### src/rtl/clk_mode_pkg.sv
// Shared constants for the clock-mode selector: level/divide-factor table
// and the FSM state encoding.
package clk_mode_pkg;

  localparam int NUM_LEVELS = 8;
  localparam int LEVEL_W    = 3;
  localparam int MODE_W     = 31;

  localparam logic [LEVEL_W-1:0] LEVEL_MAX = LEVEL_W'(NUM_LEVELS - 1);

  typedef enum logic [1:0] {
    MANUAL     = 2'd0,
    SWEEP_UP   = 2'd1,
    SWEEP_DOWN = 2'd2
  } state_e;

  // Divide factor per level; index 0 is the slowest output clock.
  localparam logic [NUM_LEVELS-1:0][MODE_W-1:0] FACTOR_TABLE = {
    31'd250_000,    31'd500_000,    31'd1_000_000,  31'd2_500_000,
    31'd5_000_000,  31'd10_000_000, 31'd25_000_000, 31'd50_000_000
  };

endpackage

### src/rtl/key_debounce.sv
// Raw button -> 2-FF synchronizer -> stability debouncer -> one-cycle press pulse.
module key_debounce #(
  parameter int DEBOUNCE_CYCLES = 1_000_000
) (
  input  logic i_clk,
  input  logic i_rst,
  input  logic i_key,
  output logic o_press
);

  localparam int CW = $clog2(DEBOUNCE_CYCLES + 1);

  logic [1:0]    sync_q;
  logic [1:0]    vld_pipe;
  logic          stable_q;
  logic          prev_q;
  logic          armed_q;
  logic [CW-1:0] cnt_q;

  always_ff @(posedge i_clk or negedge i_rst) begin
    if (!i_rst) begin
      sync_q   <= '0;
      vld_pipe <= '0;
      stable_q <= 1'b0;
      prev_q   <= 1'b0;
      armed_q  <= 1'b0;
      cnt_q    <= '0;
    end else begin
      sync_q   <= {sync_q[0], i_key};
      vld_pipe <= {vld_pipe[0], 1'b1};
      prev_q   <= stable_q;
      // A key must be seen released after reset before it may fire.
      if (vld_pipe[1] && !sync_q[1]) armed_q <= 1'b1;
      if (sync_q[1] == stable_q) begin
        cnt_q <= '0;
      end else if (cnt_q == CW'(DEBOUNCE_CYCLES - 1)) begin
        stable_q <= sync_q[1];
        cnt_q    <= '0;
      end else begin
        cnt_q <= cnt_q + 1'b1;
      end
    end
  end

  assign o_press = stable_q & ~prev_q & armed_q;

endmodule

### src/rtl/clk_mode_sel.sv
// Button-driven divide-factor selector with manual stepping and a ping-pong
// auto-sweep across the eight levels.
module clk_mode_sel
  import clk_mode_pkg::*;
#(
  parameter int DEBOUNCE_CYCLES = 1_000_000,
  parameter int SWEEP_CYCLES    = 50_000_000
) (
  input  logic              i_clk,
  input  logic              i_rst,
  input  logic              i_key_up,
  input  logic              i_key_down,
  input  logic              i_key_auto,
  output logic [MODE_W-1:0] o_clk_mode,
  output logic [LEVEL_W-1:0] o_level,
  output logic              o_sweep,
  output logic              o_changed
);

  localparam int NUM_KEYS = 3;
  localparam int TW       = $clog2(SWEEP_CYCLES + 1);

  logic [NUM_KEYS-1:0] keys;
  logic [NUM_KEYS-1:0] press;

  assign keys = {i_key_auto, i_key_down, i_key_up};

  for (genvar k = 0; k < NUM_KEYS; k++) begin : g_key
    key_debounce #(.DEBOUNCE_CYCLES(DEBOUNCE_CYCLES)) u_key (
      .i_clk   (i_clk),
      .i_rst   (i_rst),
      .i_key   (keys[k]),
      .o_press (press[k])
    );
  end

  logic up_p, dn_p, tg_p;
  assign up_p = press[0];
  assign dn_p = press[1];
  assign tg_p = press[2];

  state_e            state_q, state_d;
  logic [LEVEL_W-1:0] level_q, level_d;
  logic [TW-1:0]     tmr_q, tmr_d;
  logic [MODE_W-1:0] mode_q;
  logic              chg_q;
  logic              tc;

  assign tc = (tmr_q == TW'(SWEEP_CYCLES - 1));

  // Auto pulse takes priority over key steps and over the sweep terminal count.
  always_comb begin
    state_d = state_q;
    level_d = level_q;
    tmr_d   = '0;
    case (state_q)
      MANUAL: begin
        if (tg_p)
          state_d = (level_q == LEVEL_MAX) ? SWEEP_DOWN : SWEEP_UP;
        else if (up_p && !dn_p && level_q != LEVEL_MAX)
          level_d = level_q + 1'b1;
        else if (dn_p && !up_p && level_q != '0)
          level_d = level_q - 1'b1;
      end
      SWEEP_UP: begin
        if (tg_p) begin
          state_d = MANUAL;
        end else begin
          tmr_d = tc ? '0 : tmr_q + 1'b1;
          if (tc) begin
            if (level_q != LEVEL_MAX) level_d = level_q + 1'b1;
            if (level_q >= LEVEL_MAX - 1'b1) state_d = SWEEP_DOWN;
          end
        end
      end
      SWEEP_DOWN: begin
        if (tg_p) begin
          state_d = MANUAL;
        end else begin
          tmr_d = tc ? '0 : tmr_q + 1'b1;
          if (tc) begin
            if (level_q != '0) level_d = level_q - 1'b1;
            if (level_q <= LEVEL_W'(1)) state_d = SWEEP_UP;
          end
        end
      end
      default: state_d = MANUAL;
    endcase
  end

  always_ff @(posedge i_clk or negedge i_rst) begin
    if (!i_rst) begin
      state_q <= MANUAL;
      level_q <= '0;
      tmr_q   <= '0;
      mode_q  <= FACTOR_TABLE[0];
      chg_q   <= 1'b0;
    end else begin
      state_q <= state_d;
      level_q <= level_d;
      tmr_q   <= tmr_d;
      mode_q  <= FACTOR_TABLE[level_q];
      chg_q   <= (FACTOR_TABLE[level_q] != mode_q);
    end
  end

  assign o_clk_mode = mode_q;
  assign o_level    = level_q;
  assign o_sweep    = (state_q != MANUAL);
  assign o_changed  = chg_q;

endmodule

### config.mk
export PLATFORM = sky130hd
export DESIGN_NAME = clk_mode_sel
export DESIGN_NICKNAME = d
export VERILOG_FILES = /design/src/rtl/clk_mode_pkg.sv /design/src/rtl/key_debounce.sv /design/src/rtl/clk_mode_sel.sv
export SDC_FILE = /design/constraint.sdc
export NUM_CORES = 1
export LEC_CHECK = 0
export CAP_MARGIN = 20
export CELL_PAD_IN_SITES_DETAIL_PLACEMENT = 0
export CELL_PAD_IN_SITES_GLOBAL_PLACEMENT = 1
export CORE_MARGIN = 3
export CORE_UTILIZATION = 51
export DETAILED_ROUTE_END_ITERATION = 8
export PLACE_DENSITY_LB_ADDON = 0.1
export RECOVER_POWER = 50
export SKIP_LAST_GASP = 1
export SYNTH_ARGS = -nofsm -noshare
export SYNTH_HDL_FRONTEND = slang
export SYNTH_SLANG_ARGS = --single-unit
### constraint.sdc
create_clock -name i_clk -period 6.9 [get_ports i_clk]
set_clock_uncertainty 0.2 [all_clocks]
set_input_delay 1.725 -clock i_clk [delete_from_list [all_inputs] [get_ports i_clk]]
set_output_delay 1.725 -clock i_clk [all_outputs]
set_load 0.02 [all_outputs]
==> results.md, run 1 <==
* Drt first pass iters at 4
* Violated checks: capacitance limit, slew limit
* WL/cell at 14.5 µm
* Cells after Synth at 638
* Worst setup EP type: output pin
* Vias at 4514
* Die height at 119 µm
* Most common cell after layout, fill and taps aside: dfrtp_1
* PortBufs at 31
* Number of gates resized after CTS at 0
* DR top layer: met4
* Hold path cells at 0
* Post-placement cell area at 6930 µm²
* Area of the mapped netlist at 6510 µm²
* Worst Max-Slew Pin Slew at 1.89 ns
* CP most frequent cell: inv_1
* Global placement routability congestion at 0.787
* Drt drc at 0
* Achievable Freq at 0.261 GHz
* Met1 wire length at 5.93 mm
* Post-route insts no fill at 852
* Mapped Avg Cell Area at 10.2 µm²
* Critical Path Source Type: flip-flop
* Post-Route WL at 12.3 mm
* Placeable Area at 12300 µm²
* Vias in the first global route at 4536
* Vias per inst at 5.30
* Crit path max fanout at 6
* Worst rel slew slack at -25.8%
* Hold_buf cts at 0
* Tot GR Track Use at 18.9%
* # H-tree levels at 4
* Slowest stage delay, CP at 0.61 ns
* CTS tree: done
* Top FF cell, synth: dfrtp_1
* Max Buffers Root-to-Sink at 2
* Commonest cells after routing, fill and taps aside: 119 x dfrtp_1, 103 x nor2_1, 59 x xor2_1
* First DRT Iteration DRCs at 267
* Final-report setup violation count at 0
* Synth warn at 0
* Slew Limit Fails at 33
* Final nets at 693
* Placed cell count at 819
* Worst R2R Path Depth at 7
* Yosys cell types at 64
* Final Hold Fails at 0
* Routed Antenna Nets at 0
* Grt ovf at 0
* Number of synthesized flops with an enable pin at 0
* Req. time, crit path at 4.97 ns
* Max IR drop VDD at 0.175 mV
* WL met3 at 442 µm
* Pwr Density at 228 nW/µm²
* Root Buffer: clkbuf_16
* Post-CTS Setup Bufs at 0
* DP HPWL at 8.26 mm
* Slowest cell on the critical path: clkdlybuf4s50_1
* CP Class: reg2out
* Critical-path cell list: inv_1 > ha_1 > inv_1 > clkdlybuf4s50_1
* Initial antenna violation count at 0
* Clock transition at path regs at 0.06 ns
* Worst skew pair latency at 0.41 ns
* Data arrival, critical path at 1.90 ns
* Die extent in x at 119 µm
* CTS buffer count at 17
* Final period util at 55.5%
* Leakage at 0.00335 µW
* ANT cells at 0
* Setup TNS at 0 ns
* Min Clock Period, post-route at 3.83 ns
* Status: finished, violations left
* Pin count of the biggest net entering global routing at 82
* Worst hold path class: reg2reg
* Layout cells sized above 1 at 9.80%
* CTS sink cnt at 131
* Seq/Total Area, Yosys at 50.6%
* Die area at 14200 µm²
* FP Rows at 40
* Post-synth ARST share at 100%
* IO Count at 41
* First-pass GRT wire length at 21.7 mm
* Wire length on met2 at 5.79 mm
* Area growth, synth to finish at 16.3%
* RSZ-0062 raised after global routing: false
* Finished Cell Area at 7570 µm²
* Initial Util at 53.1%
* Synthesis-stage register bit count at 131
* Max_cap viols at 1
## through the flow
stage               setup WS [ns]  util (%)  hold slack [ns]  power (µW)
floorplan                    4.13         -            0.131         814
CTS                          3.05      61.4            0.156        1750
detailed placement           3.44      56.5            0.140         831
finish                       3.07      61.7            0.152        1730
global route                 2.98      61.7            0.155        1790
global placement             3.49      56.5            0.134         830
## Yosys cell counts (3+ instances only)
cell type,instances,area share [%]
nand2b_1,6,0.58
and2_1,12,1.2
buf_4,9,1.0
o21ai_0,8,0.62
nor3_1,14,1.1
ha_1,16,3.1
o2111ai_1,3,0.40
mux2i_1,4,0.62
nand4_1,14,1.3
nor2_1,103,5.9
clkbuf_1,16,0.92
nand3_1,33,2.5
or2_2,4,0.38
mux2_2,4,0.69
dfstp_2,12,4.8
a21o_1,5,0.58
and4_1,14,1.9
dfrtp_1,119,46
nand3b_1,3,0.35
inv_1,27,1.6
nor2b_1,4,0.38
and3_1,18,1.7
nand2_1,33,1.9
xnor2_1,33,4.4
xor2_1,59,7.9
nor4_1,5,0.48
a21oi_1,11,0.85
## area by class of cell
class / count / area (µm²)
Timing Repair Buffer: 35 / 362
Clock buffer: 20 / 447
Fill cell: 1027 / 4690
Multi-Input combinational cell: 460 / 3000
Sequential cell: 131 / 3290
Clock inverter: 11 / 154
Inverter: 27 / 101
Tap cell: 168 / 210
## worst max-delay path, delay by kind of cell (launching register included)
kind / cells / cell delay (ns)
buffers and inverters: 3 / 0.81
adder cells (fa/ha/maj): 1 / 0.28
flip-flops: 1 / 0.40
## registers in the layout, summed over array words and instances, names as in the netlist
name,flops
g_key.u_key.prev_q,3
o_changed,1
state_q,2
g_key.u_key.stable_q,3
o_level,3
g_key.u_key.armed_q,3
o_clk_mode,22
g_key.u_key.cnt_q,60
tmr_q,26
g_key.u_key.vld_pipe,2
g_key.u_key.sync_q,6
## final timing paths
kind                                     startpoint                        to  slack [ns]
max                                      state_q[0]                   o_sweep        3.07
min                        g_key[1].u_key.sync_q[0]  g_key[1].u_key.sync_q[1]        0.15
max reg2reg                              o_level[0]                 o_changed        3.82
min reg2reg                g_key[1].u_key.sync_q[0]  g_key[1].u_key.sync_q[1]        0.15
max in group asynchronous                     i_rst   g_key[0].u_key.cnt_q[5]        3.37
min in group asynchronous                     i_rst             o_clk_mode[8]        1.63
## where the power goes
part	total [µW]	switching, µW	internal, µW
sequential	781	5.32	776
clock	908	331	578
combinational	36.9	28.6	8.32
total	1730	365	1360
## layer usage
metal  vias up  track usage, %
met3        15            5.51
li1       2214               -
met1      2201            25.0
met4         0            5.58
met5         -               0
met2        84            30.2
## cells by family after synthesis
kind of cell	count (synthesis)	share of synthesized area, %
muxes	12	2.11
xor gates and xnor gates	92	12.4
AOI/OAI and AO/OA	49	5.52
other	2	0.115
buffers and inverters	55	3.73
and+or+nand+nor	281	22.5
DFF	131	50.6
adders and majority gates	16	3.08
Power figures use the tool's default switching activity.
==> run 2, diff against run 1 <==
Settings changed: CORE_UTILIZATION 51 to 42.
Clock period 6.9 ns to 3.1 ns, I/O delays scaled along.
==> results.md, run 2 (synthesis gave the netlist of run 1 again) <==
* CP most frequent cell: inv_1 (unchanged)
* Largest register FFs at 60 (unchanged)
* Min Clock Period, post-route at 2.88 ns
* Die extent in x at 130 µm (was 119 µm)
* First-pass GRT wire length at 21.7 mm (about the same)
* Initial Util at 43.8% (was 53.1%)
* CP Class: reg2out (unchanged)
* Data arrival, critical path at 1.90 ns (about the same)
* Final Hold Fails at 0 (unchanged)
* Die area at 17000 µm² (was 14200 µm²)
* Internal at 2970 µW (was 1360 µW)
* Routed Antenna Nets at 0 (unchanged)
* Worst setup EP type: output pin (unchanged)
* Area growth, synth to finish at 16.2% (was 16.3%)
* Die height at 130 µm (was 119 µm)
* Tot GR Track Use at 16.1% (was 18.9%)
* DP HPWL at 8.27 mm (was 8.26 mm)
* Slowest cell on the critical path: clkdlybuf4s50_1 (unchanged)
* Initial antenna violation count at 0 (unchanged)
* Req. time, crit path at 2.12 ns (was 4.97 ns)
* WHS Endpoint: g_key[2].u_key.sync_q[1] (was g_key[1].u_key.sync_q[1])
* Combinational power share at 2.0% (was 2.1%)
* Reg2reg start: o_level[1] (was o_level[0])
* Post-CTS Setup Bufs at 0 (unchanged)
* Final nets at 695 (was 693)
* Achievable Freq at 0.347 GHz
* Slew Limit Fails at 132 (was 33)
* Most common cell after layout, fill and taps aside: dfrtp_1 (unchanged)
* Total power draw at 3780 µW (was 1730 µW)
* First DRT Iteration DRCs at 242 (was 267)
* WL/cell at 14.2 µm (was 14.5 µm)
* Final-report setup violation count at 0 (unchanged)
* Global placement routability congestion at 0.817 (was 0.787)
* Violated checks: capacitance limit, slew limit (unchanged)
* Grt ovf at 0 (unchanged)
* Vias at 4422 (was 4514)
* Clock transition at path regs at 0.06 ns (about the same)
* Buffers and inverters on the worst path at 3 (unchanged)
* Setup TNS at 0 ns (unchanged)
* Max IR drop VDD at 0.379 mV (was 0.175 mV)
* Post-route insts no fill at 870 (was 852)
* Largest Register: g_key.u_key.cnt_q (unchanged)
* CTS sink cnt at 131 (unchanged)
* RSZ-0062 raised after global routing: false (unchanged)
* FP Rows at 44 (was 40)
* Min-delay src: g_key[2].u_key.sync_q[0] (was g_key[1].u_key.sync_q[0])
* Placed cell count at 839 (was 819)
* Worst R2R Path Depth at 7 (unchanged)
* Critical-path cell list: inv_1 > ha_1 > inv_1 > clkdlybuf4s50_1 (unchanged)
* Flop pwr share at 45.9% (was 45.2%)
* Max Buffers Root-to-Sink at 2 (unchanged)
* Worst R2R Setup Slack at 0.43 ns (was 3.82 ns)
* Sw Ratio at 21.6% (was 21.1%)
* CTS buffer count at 17 (unchanged)
* Layout cells sized above 1 at 10.6% (was 9.80%)
* Hold_buf cts at 0 (unchanged)
* Commonest cells after routing, fill and taps aside: 119 x dfrtp_1, 103 x nor2_1, 59 x xor2_1 (unchanged)
* Final Core Density at 50.9% (was 61.7%)
* Vias in the first global route at 4386 (was 4536)
* Vias per inst at 5.08 (was 5.30)
* Worst skew pair latency at 0.41 ns (about the same)
* Number of gates resized after CTS at 0 (unchanged)
* Net Switching at 818 µW (was 365 µW)
* PortBufs at 31 (unchanged)
* Max_cap viols at 1 (unchanged)
* Worst hold path class: reg2reg (unchanged)
* Hold slack at 0.148 ns (was 0.152 ns)
* CTS tree: done (unchanged)
* Slowest stage delay, CP at 0.61 ns (about the same)
* Critical Path Source Type: flip-flop (unchanged)
* Worst rel slew slack at -16.9% (was -25.8%)
* IO Count at 41 (unchanged)
* Drt drc at 0 (unchanged)
* Placeable Area at 14900 µm² (was 12300 µm²)
* Hold path cells at 0 (unchanged)
* Reg2reg end: o_changed (unchanged)
* Worst Max-Slew Pin Slew at 1.75 ns (was 1.89 ns)
* Status: finished, violations left (unchanged)
* CP top delay family: buffers and inverters (unchanged)
* Leakage at 0.00335 µW (about the same)
* # H-tree levels at 4 (unchanged)
* Pin count of the biggest net entering global routing at 132 (was 82)
* Pwr Density at 500 nW/µm² (was 228 nW/µm²)
* Clock power share at 52.0% (was 52.6%)
* Drt first pass iters at 4 (unchanged)
* Post-Route WL at 12.4 mm (was 12.3 mm)
* ANT cells at 0 (unchanged)
* Crit path max fanout at 6 (unchanged)
* Final period util at 92.9%
* Root Buffer: clkbuf_16 (unchanged)
## run 2: how the worst max path moves through the flow
stage | to | cells after the start | start | slack, ns
after floorplan | o_changed | 9 | o_level[0] | 0.34
after global placement | state_q[0] | 5 | tmr_q[11] | 0.50
after detailed placement | o_changed | 7 | o_level[1] | 0.44
after CTS | o_sweep | 4 | state_q[0] | 0.19
after global routing | o_sweep | 4 | state_q[0] | 0.09
final | o_sweep | 4 | state_q[0] | 0.22
## run 2: layout make-up
class | instances | area [µm²]
fillers | 1381 | 7300
flip-flops and latches | 131 | 3290
multi-input cells | 460 | 3000
clock inverters | 11 | 128
inverters | 27 | 101
repair buffers | 37 | 353
well taps | 184 | 230
clock buffers | 20 | 457
## run 2: power groups by stage
stage               Combinational, µW  Sequential (µW)  Clock [µW]
floorplan                        46.2             1770           0
global route                     90.9             1740        2110
detailed placement               83.9             1770           0
global placement                 84.5             1770           0
CTS                              84.4             1740        2020
finish                           77.4             1740        1970
## run 2: through the flow
stage,cell area (µm²),setup WS [ns]
2_1_floorplan,6540,0.342
3_3_place_gp,6990,0.497
3_5_place_dp,6990,0.443
4_1_cts,7580,0.187
5_1_grt,7560,0.0880
6_report,7560,0.221
## run 2: metal layers
layer,up-vias,part of all wire [%],track usage [%]
li1,2220,-,-
met1,2133,50,22.3
met2,59,45,24.3
met3,10,3.3,4.72
met4,0,0.90,5.26
met5,-,0,0
## run 2: worst reg2reg max path: stages, from the launching register on
cell and delay (ns):
dfrtp_1 0.64, inv_1 0.18, ha_1 0.29, inv_1 0.15
o2111ai_1 0.13, a221o_1 0.33, a2111oi_0 0.41, o2111ai_1 0.17
